**src/rtl/nibble_ser_pkg.sv**
```systemverilog
// Shared types and helpers for the word-to-nibble serializer.
package nibble_ser_pkg;

    localparam int unsigned NIBBLE_SER_IN_W  = 32;
    localparam int unsigned NIBBLE_SER_OUT_W = 4;

    typedef enum logic [0:0] {
        IDLE,
        SHIFT
    } ser_state_e;

    // Nibbles per input word; a zero output width yields zero so that a bad
    // configuration is reported by the elaboration check, not a divide fault.
    function automatic int unsigned nibbles_per_word(input int unsigned in_w,
                                                     input int unsigned out_w);
        if (out_w == 0) begin
            return 0;
        end
        return in_w / out_w;
    endfunction

endpackage

```
**src/rtl/nibble_serializer.sv**
```systemverilog
// Word-to-nibble serializer: accepts one IN_W-bit word and emits it as
// IN_W/OUT_W consecutive OUT_W-bit nibbles over a valid/ready handshake.
// Build option: define NIBBLE_SER_MSB_FIRST_EN to emit the most significant
// nibble first; by default the least significant nibble leads, matching the
// truncating 32->4 path.
module nibble_serializer
    import nibble_ser_pkg::*;
#(
    parameter int unsigned IN_W  = NIBBLE_SER_IN_W,
    parameter int unsigned OUT_W = NIBBLE_SER_OUT_W
) (
    input  logic             clk,
    input  logic             rst_n,
    input  logic             in_valid,
    output logic             in_ready,
    input  logic [IN_W-1:0]  in_data,
    output logic             out_valid,
    input  logic             out_ready,
    output logic [OUT_W-1:0] out_data,
    output logic             out_last,
    output logic             busy
);

    localparam int unsigned NUM   = nibbles_per_word(IN_W, OUT_W);
    localparam int unsigned CNT_W = (NUM > 1) ? $clog2(NUM) : 1;
    localparam logic [CNT_W-1:0] LAST_CNT = CNT_W'(NUM - 1);

    if (IN_W == 0 || OUT_W == 0 || (IN_W % OUT_W) != 0) begin : g_param_check
        $error("nibble_serializer: IN_W must be a nonzero multiple of OUT_W");
    end

    ser_state_e       state_q;
    logic [IN_W-1:0]  shreg_q;
    logic [CNT_W-1:0] count_q;
    logic [OUT_W-1:0] data_q;
    logic             last_q;

    // Nibble presented first from a word, in the configured order.
    function automatic logic [OUT_W-1:0] head(input logic [IN_W-1:0] w);
`ifdef NIBBLE_SER_MSB_FIRST_EN
        return w[IN_W-1 -: OUT_W];
`else
        return w[OUT_W-1:0];
`endif
    endfunction

    // Word with its leading nibble consumed, next nibble moved into head position.
    function automatic logic [IN_W-1:0] tail(input logic [IN_W-1:0] w);
`ifdef NIBBLE_SER_MSB_FIRST_EN
        return w << OUT_W;
`else
        return w >> OUT_W;
`endif
    endfunction

    assign out_valid = (state_q == SHIFT);
    assign busy      = out_valid;
    assign out_data  = data_q;
    assign out_last  = last_q;

    // Accept a new word when idle, or on the final nibble's transfer so words chain bubble-free.
    assign in_ready = ~out_valid | (last_q & out_ready);

    // Serializer state: load on input transfer, step one nibble per output transfer.
    always_ff @(posedge clk or negedge rst_n) begin
        if (!rst_n) begin
            state_q <= IDLE;
            shreg_q <= '0;
            count_q <= '0;
            data_q  <= '0;
            last_q  <= 1'b0;
        end else begin
            unique case (state_q)
                IDLE: begin
                    if (in_valid) begin
                        state_q <= SHIFT;
                        data_q  <= head(in_data);
                        shreg_q <= tail(in_data);
                        count_q <= '0;
                        last_q  <= (NUM == 1);
                    end
                end
                SHIFT: begin
                    if (out_ready) begin
                        if (last_q) begin
                            if (in_valid) begin
                                data_q  <= head(in_data);
                                shreg_q <= tail(in_data);
                                count_q <= '0;
                                last_q  <= (NUM == 1);
                            end else begin
                                // out_data keeps its stale value; it is don't-care while idle.
                                state_q <= IDLE;
                                last_q  <= 1'b0;
                            end
                        end else begin
                            data_q  <= head(shreg_q);
                            shreg_q <= tail(shreg_q);
                            count_q <= count_q + CNT_W'(1);
                            last_q  <= ((count_q + CNT_W'(1)) == LAST_CNT);
                        end
                    end
                end
                default: state_q <= IDLE;
            endcase
        end
    end

endmodule

```
**config.mk**
```make
export PLATFORM = sky130hd
export DESIGN_NAME = nibble_serializer
export DESIGN_NICKNAME = d
export VERILOG_FILES = /design/src/rtl/nibble_ser_pkg.sv /design/src/rtl/nibble_serializer.sv
export SDC_FILE = /design/constraint.sdc
export NUM_CORES = 1
export LEC_CHECK = 0
export ABC_CLOCK_PERIOD_IN_PS = 2900
export BUFFER_PORTS_ARGS = -buffer_cell sky130_fd_sc_hd__buf_2
export CAP_MARGIN = 25
export CELL_PAD_IN_SITES_DETAIL_PLACEMENT = 1
export CELL_PAD_IN_SITES_GLOBAL_PLACEMENT = 2
export CORE_UTILIZATION = 40
export DETAILED_ROUTE_END_ITERATION = 10
export PLACE_DENSITY_LB_ADDON = 0.12
export SYNTH_ARGS = -nofsm -noshare
export SYNTH_HDL_FRONTEND = slang
export SYNTH_SLANG_ARGS = --single-unit
```
**constraint.sdc**
```tcl
create_clock -name clk -period 2.9 [get_ports clk]
set_input_delay 0.435 -clock clk [delete_from_list [all_inputs] [get_ports clk]]
set_output_delay 0.435 -clock clk [all_outputs]
set_load 0.02 [all_outputs]
```
# Yosys cells after proc, flatten, opt, wreduce, memory -nomap -nowiden

Cells that the tools add are included.

Add/subtract/negate cells: 1
Equality and inequality tests: 3
Mux-type cells: 20
Bitwise gates (word level): 3
Reduce and logical (&&, ||, !) cells: 1

Operators by type and width:

| operator                                    | count |
|---|---|
| two-way mux 32 bit                          | 3 |
| one-hot mux 32 bit (2 select lines)         | 1 |
| two-way mux 4 bit                           | 3 |
| two-way mux 3 bit                           | 3 |
| one-hot mux 4 bit (2 select lines)          | 1 |
| two-way mux 1 bit                           | 6 |
| one-hot mux 3 bit (2 select lines)          | 1 |
| != test 2 bit, second input constant        | 2 |
| one-hot mux 1 bit (2 select lines)          | 2 |
| adder 3 x 1 -> 3 bit, second input constant | 1 |
| == test 3 bit, second input constant        | 1 |
| AND reduction 2 bit                         | 1 |
| bitwise AND 1 bit                           | 1 |
| inverter 1 bit                              | 1 |
| OR 1 bit                                    | 1 |

Register bits after elaboration: 41
Input port bits: 36
Output and inout port bits: 8
Word-level logic and storage cells: 33

# Depth between registers and ports, before layout

Depth after elaboration: 5
Gate-level depth with buffers: 6
Depth with buffers taken out: 4

# Worst setup path before layout

OpenSTA, ideal clock, no wires.

Path type: register to register
From: register last_q (netlist: out_last)
To: register shreg_q[10]
Library setup time: 0.125 ns
Arrival time: 1.500 ns
Data required time: 2.775 ns
Setup slack: 1.276 ns
Cell stages (with the launch flop): 6
Path buffers: 2
Clock period less this slack: 1.624 ns
Path through: dfrtp_1 nand2b_1 buf_6 buf_8 mux2_4 mux2_2

Cells in the longest elaborated chain, start to end: 3

RTL lines:

| item                                | line                     | RTL |
|---|---|---|
| start, declared                     | nibble_serializer.sv:36  | `logic last_q;` |
| start signal, assigned              | nibble_serializer.sv:80  | `last_q <= (NUM == 1);` |
| start signal, assigned              | nibble_serializer.sv:90  | `last_q <= (NUM == 1);` |
| start signal, assigned              | nibble_serializer.sv:100 | `last_q <= ((count_q + CNT_W'(1)) == LAST_CNT);` |
| two-way mux 32 bit                  | nibble_serializer.sv:85  | `if (last_q) begin` |
| two-way mux 32 bit                  | nibble_serializer.sv:84  | `if (out_ready) begin` |
| one-hot mux 32 bit (2 select lines) | nibble_serializer.sv:73  | `unique case (state_q)` |
| end signal, assigned                | nibble_serializer.sv:78  | `shreg_q <= tail(in_data);` |
| end signal, assigned                | nibble_serializer.sv:88  | `shreg_q <= tail(in_data);` |
| end signal, assigned                | nibble_serializer.sv:98  | `shreg_q <= tail(shreg_q);` |
| end, declared                       | nibble_serializer.sv:33  | `logic [IN_W-1:0] shreg_q;` |

No other way between the ends. The select of a mux whose other input is x is not followed.
A chain may end at the register's enable or synchronous reset.

# Worst setup path after layout

From: register state_q (netlist: busy)
To: register shreg_q[20]

Cells in the longest elaborated chain, start to end: 2
Elaborated cells on any way between the ends: 3
Classes of those cells: eq/ne: 1; mux: 1; bitwise: 1

RTL lines:

| item                                | line                    | RTL |
|---|---|---|
| start, declared                     | nibble_serializer.sv:32 | `ser_state_e state_q;` |
| start signal, assigned              | nibble_serializer.sv:67 | `state_q <= IDLE;` |
| start signal, assigned              | nibble_serializer.sv:76 | `state_q <= SHIFT;` |
| start signal, assigned              | nibble_serializer.sv:93 | `state_q <= IDLE;` |
| inverter 1 bit                      | -                       |  |
| one-hot mux 32 bit (2 select lines) | nibble_serializer.sv:73 |  |

Parallel ways exist; a longest one is shown, timed or not.

==> results.md <==
* Status: finished, final reports clean
* Fin. max-slew vios at 0
* Placed cell areas at approximately 0.0023 mm²
* Highest-delay cell along the critical path: nor2b_1
* Post-synth top cells: dfrtp_1, mux2_2, mux2_4
* Share of the synthesized area in the top cell type at between 40% and 50%
* Total length of routed wires at between 3 and 4 mm
* Root Driver: clkbuf_8
* RSZ-0062 raised after global routing: false
* GPL Wtd Cong at 0.734
* Cell area after synthesis at approximately 0.0021 mm²
* Mapped Cells at roughly 140
* Reg power frac at 39.6%
* Post-synth top flop: dfrtp_1
* Avg WL per Cell at roughly 15 µm
* Yosys warns at 0
* RR Endpoint: shreg_q[20]
* Crit end category: flop
* Initial DRC count at 35
* Antenna viol nets, final at 0
* H-tree Lvls at 2
* Leading area contributor after synthesis: dfrtp_1
* Reg-to-reg slack, setup at around 870 ps
* Sw Ratio at just over 30%
* Comb pwr share at between 40 and 50%
* TritonCTS clock tree: yes
* Vias in the first global route at 1,293
* CTS Sinks at a little over 40
* Gr usage total at between 10% and 20%
* Die X at 74.0 µm
* Syn_nets at 179
* EDFF count, synth at 0
* Worst Setup Path Type: reg2reg
* FF-to-FF Start: busy
* Clock skew at about 8 ps
* Synth area leaders: dfrtp_1, mux2_2, mux2_4, buf_6, o2bb2ai_1
* Layout Cells excl Fill at 250
* Synthesized flop and latch total at 41
* Internal at between 1500 and 2000 µW
* Slowest Stage Delay on Critical Path at just under 600 ps
* Arr. time, crit path at approximately 2200 ps
* Grt ovf at 0
* Hold Crit Class: in2async
* Initial antenna violation count at 0
* Fmax at 493 MHz
* Post-DP HPWL at approximately 2.6 mm
* Max-cap violations at 0
* Die Y at 74.0 µm
* Pwr dens at 951 mW/mm²
* Drc violations at 0
* Placed Cells at 242
* Avg Cell Area, Syn at between 10 and 15 µm²
* Setup TNS at 0 ps
* Worst reg2reg path depth at 4
* Initial Utilization at a little over two fifths
* CP cell instances: nor2b_1 > o21bai_4 > buf_16 > mux2_2
* Distinct cells, synth at 24
* Area Growth Syn to Fin at 15.7%
* Drt first pass iters at 2
* Fin area at between 0.002 and 0.0025 mm²
* Maximum clock insertion buffer count at 2
* Post-route minimum period at a little over 2000 ps
* Die ar. at 0.00548 mm²
* Clock Latency Late Sink at ~280 ps
* Vias at 1,231
* IO buf count at 43
* Via density at slightly below 5
* Critical path data required time at between 3000 and 4000 ps
* Number of buffers created by CTS at 5
* Reg clk slew, reported paths at around 70 ps
* CP max FO at 27
* Switch Pwr at 699 µW
* Final setup vio count at 0
* Post-synth ARST share at between 90% and 100%
* Final clock period utilization by the worst path at 69.9%
* Core area at between 0.004 and 0.005 mm²
* Max-slew headroom at 38.7%
* Type of origin of the critical path: flop
* IR drop worst, VDD at approximately 0.38 mV
* Cts hold-fix bufs at 0
* Ratio of cells with drive above 1 in the final layout at between 60% and 70%
* Leakage power at 0.00121 µW
* First-pass GRT wire length at 6.50 mm
* Final net count at approximately 220
* Post-CTS setup buffers at 0
* Largest net degree at the start of global routing at 42
* Fin util at 49.5%
* Clock power share at ~16%
* Sequential area share after synthesis at about 49%
* Worst Max-Slew Pin Slew at roughly 900 ps
* Num ports at 44
* Final hold violation count at 0
* Row count at 25
* Tot Pwr at approximately 2300 µW
* CTS resizes at 0
* Antenna fix cells at 0
## area by class of cell
type / count / area [µm²]
Multi-Input combinational cell: 90 / 960
Inverter: 1 / 3.75
Tap cell: 67 / 83.8
Fill cell: 526 / 2450
Clock buffer: 7 / 86.3
Sequential cell: 41 / 1030
Timing Repair Buffer: 44 / 243
## worst max-delay path, delay by kind of cell, from the launching register on
family | cells | cell delay [ps]
simple gates | 1 | 590
mux | 1 | 290
flops | 1 | 520
buf+inv | 1 | 250
compound gates | 1 | 270
## power by group through the flow
| stage | clock network, µW | logic [µW] | registers, µW |
|---|---|---|---|
| 3_3_place_gp | 0 | 972 | 903 |
| 2_1_floorplan | 0 | 838 | 916 |
| 5_1_grt | 404 | 1110 | 935 |
| 6_report | 365 | 1020 | 904 |
| 3_5_place_dp | 0 | 1010 | 915 |
| 4_1_cts | 381 | 1010 | 904 |
## flip-flops by register name, indices dropped and copies added, names as in the netlist
register  count
busy          1
shreg_q      32
count_q       3
out_last      1
out_data      4
## worst max path at each step
stage | slack (ps) | endpoint | start | cells past startpoint
finish | 870 | shreg_q[20] | busy | 4
CTS | 690 | shreg_q[20] | busy | 3
floorplan | 1280 | shreg_q[10] | out_last | 5
global placement | 790 | shreg_q[5] | busy | 3
detailed placement | 690 | shreg_q[20] | busy | 3
global route | 720 | shreg_q[3] | busy | 4
## logic make-up after synthesis
family                   count (synthesis)  synth area share, %
flip-flops                              41                 49.4
AO/OA/AOI/OAI                           12                 4.94
buffers and inverters                   10                 4.46
multiplexers                            58                 34.5
XOR/XNOR                                 1                0.422
adder cells (fa/ha/maj)                  2                 1.21
AND/OR/NAND/NOR                         17                 5.00
## metrics by stage
stage | hold WS [ps] | worst slack [ps]
after floorplan | 139 | 1280
after global routing | 345 | 723
after CTS | 312 | 689
after global placement | 469 | 788
final | 282 | 873
after detailed placement | 475 | 687
## cells in the final DEF (no fill, tap or decap), types with 3 or more instances in the layout
master,netlist,routed
a31oi_1,3,3
and2_1,4,4
and3b_1,3,3
buf_2,2,43
clkbuf_8,0,6
dfrtp_1,41,41
mux2_2,41,41
mux2_4,17,17
nor2_1,3,3
o2bb2ai_1,4,4
## per-layer routing
layer	part of all wire (%)	up-vias	GRT usage (%)
li1	-	580	-
met1	47	620	21.0
met2	48	27	26.0
met3	4.0	4	4.07
met4	0.88	0	5.77
met5	0	-	0
(Power assumes the default switching activity.)
